**src/rtl/mbz_pkg.sv**
```systemverilog
// rtl/mbz_pkg.sv - shared types and constants for the NXM memory-cycle controller
package mbz_pkg;

  typedef enum logic [2:0] {
    IDLE = 3'd0,
    WAIT = 3'd1,
    SEQ  = 3'd2,
    CLR  = 3'd3,
    DONE = 3'd4
  } state_e;

  localparam logic [1:0] DIAG_STAT = 2'd0;
  localparam logic [1:0] DIAG_ERR  = 2'd1;
  localparam logic [1:0] DIAG_ERA  = 2'd2;
  localparam logic [1:0] DIAG_CNT  = 2'd3;

  localparam logic [7:0] TMO_LIMIT_DFLT = 8'hFF;

endpackage

```
**src/rtl/mbz_nxm_ctl_if.sv**
```systemverilog
// rtl/mbz_nxm_ctl_if.sv - memory-cycle bus between requester/memory side and NXM controller
interface mbz_nxm_ctl_if #(
  parameter int RW    = 2,
  parameter int ADR_W = 22
);
  logic             MEM_START;
  logic             MEM_RD_RQ;
  logic [RW-1:0]    REQ_ID;
  logic [ADR_W-1:0] MEM_ADR;
  logic             ACKN;
  logic             NXM_ACK;
  logic             NXM_DATA_VAL;

  modport master (
    output MEM_START, MEM_RD_RQ, REQ_ID, MEM_ADR, ACKN,
    input  NXM_ACK, NXM_DATA_VAL
  );

  modport slave (
    input  MEM_START, MEM_RD_RQ, REQ_ID, MEM_ADR, ACKN,
    output NXM_ACK, NXM_DATA_VAL
  );
endinterface

```
**src/rtl/mbz_nxm_timer.sv**
```systemverilog
// rtl/mbz_nxm_timer.sv - TICK edge detect, saturating timeout counter and limit compare
module mbz_nxm_timer #(
  parameter int TMO_W = 8
) (
  input  logic             clk,
  input  logic             rst_n,
  input  logic             tick,
  input  logic             clr,
  input  logic             en,
  input  logic [TMO_W-1:0] limit,
  output logic             tmo_hit,
  output logic [TMO_W-1:0] count
);

  logic             tick_d_q, tick_d_d;
  logic [TMO_W-1:0] cnt_q, cnt_d, cnt_inc;
  logic             tick_p;

  always_comb begin
    tick_d_d = tick;
    tick_p   = tick & ~tick_d_q;
    cnt_inc  = (&cnt_q) ? cnt_q : cnt_q + 1'b1;
    cnt_d    = cnt_q;
    tmo_hit  = 1'b0;
    if (clr) begin
      cnt_d = '0;
    end else if (en && tick_p) begin
      cnt_d   = cnt_inc;
      // compare against the post-increment value so limit N fires on the Nth edge
      tmo_hit = (cnt_inc == limit);
    end
  end

  always_ff @(posedge clk or negedge rst_n) begin
    if (!rst_n) begin
      tick_d_q <= 1'b0;
      cnt_q    <= '0;
    end else begin
      tick_d_q <= tick_d_d;
      cnt_q    <= cnt_d;
    end
  end

  assign count = cnt_q;

endmodule

```
**src/rtl/mbz_nxm_ctl.sv**
```systemverilog
// rtl/mbz_nxm_ctl.sv - memory-cycle timeout, synthetic NXM completion and error address capture
module mbz_nxm_ctl
  import mbz_pkg::*;
#(
  parameter int NREQ    = 4,
  parameter int TMO_W   = 8,
  parameter int NXM_SEQ = 5,
  parameter int ADR_W   = 22,
  localparam int RW     = (NREQ > 1) ? $clog2(NREQ) : 1
) (
  input  logic              clk,
  input  logic              RESET_n,
  mbz_nxm_ctl_if.slave      bus,
  input  logic              TICK,
  input  logic [TMO_W-1:0]  TMO_LIMIT,
  input  logic [NREQ-1:0]   ERR_CLR,
  input  logic              ANY_EBOX_ERR,
  output logic              CORE_BUSY_NXM,
  output logic              NXM_ANY,
  output logic [NREQ-1:0]   NXM_ERR,
  output logic              HOLD_ERA,
  output logic [ADR_W-1:0]  ERA_ADR,
  output logic [RW-1:0]     ERA_ID,
  output logic              ERA_WR,
  input  logic [1:0]        DIAG_SEL,
  output logic [7:0]        DIAG_Q
);

  state_e               state_q, state_d;
  logic                 start_d_q, start_d_d;
  logic                 hold_rd_q, hold_rd_d;
  logic [RW-1:0]        hold_id_q, hold_id_d;
  logic [TMO_W-1:0]     lim_q, lim_d;
  logic [NXM_SEQ-1:0]   seq_q, seq_d;
  logic                 nxm_flg_q, nxm_flg_d;
  logic [NREQ-1:0]      nxm_err_q, nxm_err_d;
  logic [ADR_W-1:0]     era_adr_q, era_adr_d;
  logic [RW-1:0]        era_id_q, era_id_d;
  logic                 era_wr_q, era_wr_d;
  logic                 start_rise, tmr_clr, tmo_hit;
  logic [TMO_W-1:0]     count;

  mbz_nxm_timer #(.TMO_W(TMO_W)) u_timer (
    .clk     (clk),
    .rst_n   (RESET_n),
    .tick    (TICK),
    .clr     (tmr_clr),
    .en      (state_q == WAIT),
    .limit   (lim_q),
    .tmo_hit (tmo_hit),
    .count   (count)
  );

  assign HOLD_ERA = (|nxm_err_q) | nxm_flg_q | ANY_EBOX_ERR;

  always_comb begin
    state_d    = state_q;
    start_d_d  = bus.MEM_START;
    start_rise = bus.MEM_START & ~start_d_q;
    hold_rd_d  = hold_rd_q;
    hold_id_d  = hold_id_q;
    lim_d      = lim_q;
    seq_d      = seq_q;
    nxm_flg_d  = nxm_flg_q;
    nxm_err_d  = nxm_err_q & ~ERR_CLR;
    era_adr_d  = era_adr_q;
    era_id_d   = era_id_q;
    era_wr_d   = era_wr_q;
    tmr_clr    = 1'b0;
    case (state_q)
      IDLE: begin
        if (start_rise) begin
          hold_rd_d = bus.MEM_RD_RQ;
          hold_id_d = bus.REQ_ID;
          lim_d     = (TMO_LIMIT == '0) ? '1 : TMO_LIMIT;
          tmr_clr   = 1'b1;
          state_d   = WAIT;
          if (!HOLD_ERA) begin
            era_adr_d = bus.MEM_ADR;
            era_id_d  = bus.REQ_ID;
            era_wr_d  = ~bus.MEM_RD_RQ;
          end
        end
      end
      WAIT: begin
        // a real acknowledge beats a timeout landing on the same clock
        if (bus.ACKN) begin
          state_d = DONE;
        end else if (!bus.MEM_START) begin
          state_d = IDLE;
        end else if (tmo_hit) begin
          nxm_flg_d = 1'b1;
          seq_d     = {{(NXM_SEQ-1){1'b0}}, 1'b1};
          state_d   = SEQ;
        end
      end
      SEQ: begin
        seq_d = seq_q << 1;
        if (seq_q[NXM_SEQ-1]) state_d = CLR;
      end
      CLR: begin
        if (!bus.MEM_START) begin
          nxm_flg_d            = 1'b0;
          nxm_err_d[hold_id_q] = 1'b1;
          state_d              = IDLE;
        end
      end
      DONE: begin
        if (!bus.MEM_START) state_d = IDLE;
      end
      default: state_d = IDLE;
    endcase
  end

  always_ff @(posedge clk or negedge RESET_n) begin
    if (!RESET_n) begin
      state_q   <= IDLE;
      start_d_q <= 1'b0;
      hold_rd_q <= 1'b0;
      hold_id_q <= '0;
      lim_q     <= '0;
      seq_q     <= '0;
      nxm_flg_q <= 1'b0;
      nxm_err_q <= '0;
      era_adr_q <= '0;
      era_id_q  <= '0;
      era_wr_q  <= 1'b0;
    end else begin
      state_q   <= state_d;
      start_d_q <= start_d_d;
      hold_rd_q <= hold_rd_d;
      hold_id_q <= hold_id_d;
      lim_q     <= lim_d;
      seq_q     <= seq_d;
      nxm_flg_q <= nxm_flg_d;
      nxm_err_q <= nxm_err_d;
      era_adr_q <= era_adr_d;
      era_id_q  <= era_id_d;
      era_wr_q  <= era_wr_d;
    end
  end

  // seq_q bit k is timing pulse T(2+k)
  assign CORE_BUSY_NXM    = |seq_q[NXM_SEQ-2:0];
  assign bus.NXM_ACK      = seq_q[NXM_SEQ-2];
  assign bus.NXM_DATA_VAL = seq_q[NXM_SEQ-1] & hold_rd_q;
  assign NXM_ANY          = nxm_flg_q;
  assign NXM_ERR          = nxm_err_q;
  assign ERA_ADR          = era_adr_q;
  assign ERA_ID           = era_id_q;
  assign ERA_WR           = era_wr_q;

  always_comb begin
    DIAG_Q = '0;
    case (DIAG_SEL)
      DIAG_STAT: DIAG_Q = {nxm_flg_q, state_q[1:0], |seq_q, count[TMO_W-1 -: 4]};
      DIAG_ERR:  DIAG_Q = 8'(nxm_err_q);
      DIAG_ERA:  DIAG_Q = {HOLD_ERA, era_wr_q, 6'(era_id_q)};
      DIAG_CNT:  DIAG_Q = 8'(count);
      default:   DIAG_Q = '0;
    endcase
  end

endmodule

```
**src/flat_wrapper.sv**
```systemverilog
// flat-port wrapper written by rule: the top's interface ports become plain ports
module mbz_nxm_ctl_flat import mbz_pkg::*;
#(
  parameter int NREQ    = 4,
  parameter int TMO_W   = 8,
  parameter int NXM_SEQ = 5,
  parameter int ADR_W   = 22,
  localparam int RW     = (NREQ > 1) ? $clog2(NREQ) : 1
)
  (clk, RESET_n, TICK, TMO_LIMIT, ERR_CLR, ANY_EBOX_ERR, CORE_BUSY_NXM, NXM_ANY, NXM_ERR, HOLD_ERA, ERA_ADR, ERA_ID, ERA_WR, DIAG_SEL, DIAG_Q, bus_MEM_START, bus_MEM_RD_RQ, bus_REQ_ID, bus_MEM_ADR, bus_ACKN, bus_NXM_ACK, bus_NXM_DATA_VAL);
  mbz_nxm_ctl_if #(.RW((2)), .ADR_W(ADR_W)) bus_i ();
  input  logic clk;
  input  logic RESET_n;
  input  logic TICK;
  input  logic [TMO_W-1:0] TMO_LIMIT;
  input  logic [NREQ-1:0] ERR_CLR;
  input  logic ANY_EBOX_ERR;
  output logic CORE_BUSY_NXM;
  output logic NXM_ANY;
  output logic [NREQ-1:0] NXM_ERR;
  output logic HOLD_ERA;
  output logic [ADR_W-1:0] ERA_ADR;
  output logic [RW-1:0] ERA_ID;
  output logic ERA_WR;
  input  logic [1:0] DIAG_SEL;
  output logic [7:0] DIAG_Q;
  input wire logic [$bits(bus_i.MEM_START)-1:0] bus_MEM_START;
  input wire logic [$bits(bus_i.MEM_RD_RQ)-1:0] bus_MEM_RD_RQ;
  input wire logic [$bits(bus_i.REQ_ID)-1:0] bus_REQ_ID;
  input wire logic [$bits(bus_i.MEM_ADR)-1:0] bus_MEM_ADR;
  input wire logic [$bits(bus_i.ACKN)-1:0] bus_ACKN;
  output wire logic [$bits(bus_i.NXM_ACK)-1:0] bus_NXM_ACK;
  output wire logic [$bits(bus_i.NXM_DATA_VAL)-1:0] bus_NXM_DATA_VAL;
  assign bus_i.MEM_START = bus_MEM_START;
  assign bus_i.MEM_RD_RQ = bus_MEM_RD_RQ;
  assign bus_i.REQ_ID = bus_REQ_ID;
  assign bus_i.MEM_ADR = bus_MEM_ADR;
  assign bus_i.ACKN = bus_ACKN;
  assign bus_NXM_ACK = bus_i.NXM_ACK;
  assign bus_NXM_DATA_VAL = bus_i.NXM_DATA_VAL;
  mbz_nxm_ctl #(.NREQ(NREQ), .TMO_W(TMO_W), .NXM_SEQ(NXM_SEQ), .ADR_W(ADR_W)) u_core (.clk(clk), .RESET_n(RESET_n), .bus(bus_i), .TICK(TICK), .TMO_LIMIT(TMO_LIMIT), .ERR_CLR(ERR_CLR), .ANY_EBOX_ERR(ANY_EBOX_ERR), .CORE_BUSY_NXM(CORE_BUSY_NXM), .NXM_ANY(NXM_ANY), .NXM_ERR(NXM_ERR), .HOLD_ERA(HOLD_ERA), .ERA_ADR(ERA_ADR), .ERA_ID(ERA_ID), .ERA_WR(ERA_WR), .DIAG_SEL(DIAG_SEL), .DIAG_Q(DIAG_Q));
endmodule
```
**config.mk**
```make
export PLATFORM = sky130hd
export DESIGN_NAME = mbz_nxm_ctl_flat
export DESIGN_NICKNAME = d
export VERILOG_FILES = /design/src/rtl/mbz_pkg.sv /design/src/rtl/mbz_nxm_ctl_if.sv /design/src/rtl/mbz_nxm_timer.sv /design/src/rtl/mbz_nxm_ctl.sv /design/src/flat_wrapper.sv
export SDC_FILE = /design/constraint.sdc
export NUM_CORES = 1
export LEC_CHECK = 0
export CORE_MARGIN = 2
export CORE_UTILIZATION = 48
export DETAILED_ROUTE_END_ITERATION = 10
export PLACE_DENSITY_LB_ADDON = 0.05
export SYNTH_ARGS = -nofsm -noshare
export SYNTH_HDL_FRONTEND = slang
export SYNTH_SLANG_ARGS = --single-unit
export TNS_END_PERCENT = 50
```
**constraint.sdc**
```tcl
create_clock -name clk -period 2.5 [get_ports clk]
set_input_delay 0.5 -clock clk [delete_from_list [all_inputs] [get_ports clk]]
set_output_delay 0.5 -clock clk [all_outputs]
set_load 0.01 [all_outputs]
```
==> metrics.csv <==
stage,metric,value,unit
clock_tree,H-tree levels,3,
grt,met2 Usage GRT,35.4,%
grt,layer with the highest usage,met2,
run,max-cap violations,0,
drt,Vias/cell,5.65,
grt,GR Util met3,6.46,%
setup_path,WS Path Type,in2out,
synthesis,number of synthesized flops with an enable pin,0,
sta,Final Cycle Share,98.9,%
synthesis,Post-synth top flop,dfrtp_1,
clock_tree,Hold Buf Count CTS,0,
grt,total grt overflow,0,
cells_and_area,# diodes,0,
drt,# DRC,0,
clock_tree,Post-CTS Repair Setup Buffers,0,
cells_and_area,final core occ,71.1,%
cells_and_area,Area Overhead vs Synth,41.8,%
sta,final hold vios,0,
synthesis,Synth top area share,49.5,%
sta,Final setup viols,0,
floorplanning,initial core utilization,50.1,%
floorplanning,# rows,28,
floorplanning,DIE HEIGHT,82.9,um
synthesis,Mapped Cells,279,
clock_tree,TritonCTS Buffers,9,
setup_path,register-to-register setup slack,190,ps
sta,worst slew pin tran,753,ps
floorplanning,Core Region,5960,sq um
synthesis,synth warn,0,
grt,gr usage total,22.6,%
grt,pin count of the biggest net entering global routing,60,
grt,initial antenna violation count,0,
setup_path,critical path launch point,DIAG_SEL[1],
sta,fin. max-slew vios,0,
cells_and_area,share of layout cells above drive strength 1,20.4,%
setup_path,crit path buf inv count,3,
grt,first-pass GRT wire length,12500,um
clock_tree,clock sink count,59,
drt,per-cell routed wire length,16.3,um
clock_tree,CTS tree,built,
synthesis,Unique masters post-synth,49,
setup_path,crit path capture,DIAG_Q[1],
synthesis,sequential fraction of the synthesis area,49.5,%
setup_path,Crit. End Element,primary output,
synthesis,register bit total from synthesis,59,
setup_path,max incr delay on CP,560,ps
clock_tree,Root Buffer,clkbuf_8,
drt,1st-iter DRT viols,230,
pwr,P per Cell Area,965,nW/um^2
clock_tree,clock-pin slew on the worst setup and hold paths,60,ps
clock_tree,clk_lat worst skew,340,ps
setup_path,Top delay family on crit path,buffers and inverters,
setup_path,Reg2Reg Capture Point,u_core.seq_q[0],
drt,Pre-antenna DRT Iters,5,
placement,Post-DP Area,4020,sq um
floorplanning,number of top-level pins,87,
synthesis,top post-synthesis cells by area,"dfrtp_1 49%, mux2_2 11%, a21oi_1 2.8%",
pwr,LEAKAGE,1.81,nW
cells_and_area,Finished Cell Area,4230,sq um
sta,Fmax,404,MHz
cells_and_area,Layout Nets,423,
drt,Routed WL,7430,um
setup_path,critical path cell sequence,clkdlybuf4s50_1 > buf_6 > mux4_1 > clkdlybuf4s50_1,
synthesis,ys async rst share,100,%
synthesis,"Net Count, Synth",325,
pwr,worst vdd ir,0.000773,V
drt,via count,2583,
setup_path,R2R Path Start,u_core.u_timer.count[0],
setup_path,"Data required, critical path",2000,ps
placement,# port buffers,86,
grt,number of global-route vias before repair,2599,
drt,final antenna-violating net count,0,
setup_path,Critical Path AT,1970,ps
setup_path,Stages on worst setup path,4,
synthesis,synthesized area,2990,sq um
setup_path,Worst path slowest cell,clkdlybuf4s50_1,
synthesis,cell taking the most area after synthesis,dfrtp_1,
setup_path,R2R cell count,6,
sta,Worst Clk Skew,10.1,ps
sta,min cycle time layout,2470,ps
placement,GPL Wtd Cong,0.834,
floorplanning,Total Die Area,6870,sq um
sta,relative slew slack,49.8,%
floorplanning,Die X,82.9,um
setup_path,startpoint types,input port,
placement,final HPWL from detailed placement,5510,um
setup_path,cell mode on critical path,clkdlybuf4s50_1,
run_status,status,finished clean,
clock_tree,Clock Path Buffers,2,
sta,RSZ-0062 raised after global routing,true,
worst_hold_path,min-delay worst type,in2async,
synthesis,Mean Syn Cell Area,10.7,sq um
grt,GR Util met1,29.6,%
setup_path,CP max FO,9,
[logic make-up after synthesis]
group	count (synthesis)	synth area share, %
AND/OR/NAND/NOR	84	15.7
multiplexers	39	15.3
XOR/XNOR	4	1.17
adder cells (fa/ha/maj)	1	0.419
buffers and inverters	29	4.36
AO/OA/AOI/OAI	63	13.6
flip-flops	59	49.5
[cell type report]
type                       instances  area, sq um
multi-input combinational        191         1400
clock buffer                      10          138
tap                               75         93.8
fill                             457         1720
clock inverter                     6         63.8
sequential                        59         1480
inverter                           8         30.0
timing repair buffer             108         1030
[metal layers]
| metal | up-vias | part of all wire [%] |
|---|---|---|
| li1 | 1224 | - |
| met1 | 1238 | 44 |
| met2 | 107 | 46 |
| met3 | 14 | 7.6 |
| met4 | 0 | 2.0 |
| met5 | - | 0 |
[where the power goes]
group / leakage (nW) / switching (W) / internal [W]
registers: 0.736 / 0.000272 / 0.00130
logic: 0.972 / 0.000658 / 0.000973
clock network: 0.0987 / 0.000393 / 0.000487
[cell usage in the layout (no fill, tap or decap), types with 6 or more instances in the layout]
cell	instances
clkdlybuf4s50_1	80
dfrtp_1	59
mux2_2	29
buf_4	20
a21oi_1	17
nor2_1	15
nand2_1	15
o21ai_0	13
nand3_1	10
clkbuf_8	10
nor3_1	9
mux2i_1	8
inv_1	8
o22a_1	7
nor2b_1	6
[Yosys cell counts, types with 2 or more instances]
cell,instances
a211oi_1,4
a21oi_1,17
a22o_1,4
a31oi_1,5
and3_1,5
buf_2,7
clkbuf_1,10
dfrtp_1,59
inv_1,8
mux2_2,29
mux2i_1,8
nand2_1,15
nand2b_1,3
nand3_1,10
nand4b_1,2
nor2_1,16
nor2b_1,7
nor3_1,9
nor4_1,4
o21ai_0,13
o22a_1,7
o22ai_1,4
o31ai_1,2
or3_1,2
or4_1,2
xnor2_1,4
[stage by stage]
| stage | TNS [ps] | total power [W] | std cells | hold WS (ps) | setup slack [ps] |
|---|---|---|---|---|---|
| final | 0 | 0.00408 | 457 | 302 | 26.7 |
| after global routing | -12.2 | 0.00433 | 457 | 400 | -9.18 |
| after floorplan | 0 | 0.00238 | 279 | 204 | 251 |
| after detailed placement | -1150 | 0.00323 | 441 | 473 | -221 |
| after CTS | 0 | 0.00411 | 457 | 332 | 4.47 |
| after global placement | -1050 | 0.00319 | 441 | 470 | -214 |
[state kept, by name, summed over array words and instances, names as in the netlist]
signal                   count
u_core.ERA_ADR              22
u_core.lim_q                 8
u_core.u_timer.count         8
u_core.seq_q                 5
u_core.NXM_ERR               4
u_core.state_q               3
u_core.ERA_ID                2
u_core.hold_id_q             2
u_core.ERA_WR                1
u_core.NXM_ANY               1
u_core.hold_rd_q             1
u_core.start_d_q             1
u_core.u_timer.tick_d_q      1
[how the worst min path moves through the flow]
stage | depth (start not counted) | endpoint | from | slack [ps]
CTS | 2 | u_core.seq_q[4] | RESET_n | 330
global placement | 1 | u_core.NXM_ERR[0] | u_core.hold_id_q[0] | 470
finish | 2 | u_core.u_timer.count[0] | RESET_n | 300
floorplan | 0 | u_core.ERA_ADR[0] | RESET_n | 200
detailed placement | 1 | u_core.NXM_ERR[0] | u_core.hold_id_q[0] | 470
global route | 2 | u_core.u_timer.count[0] | RESET_n | 400
[repair_timing]
item	in CTS	in global routing
resized for setup	5	3
endpoints found under the setup margin	8	4
pin swaps	0	1
No activity file was read; power rests on OpenSTA's default activity.
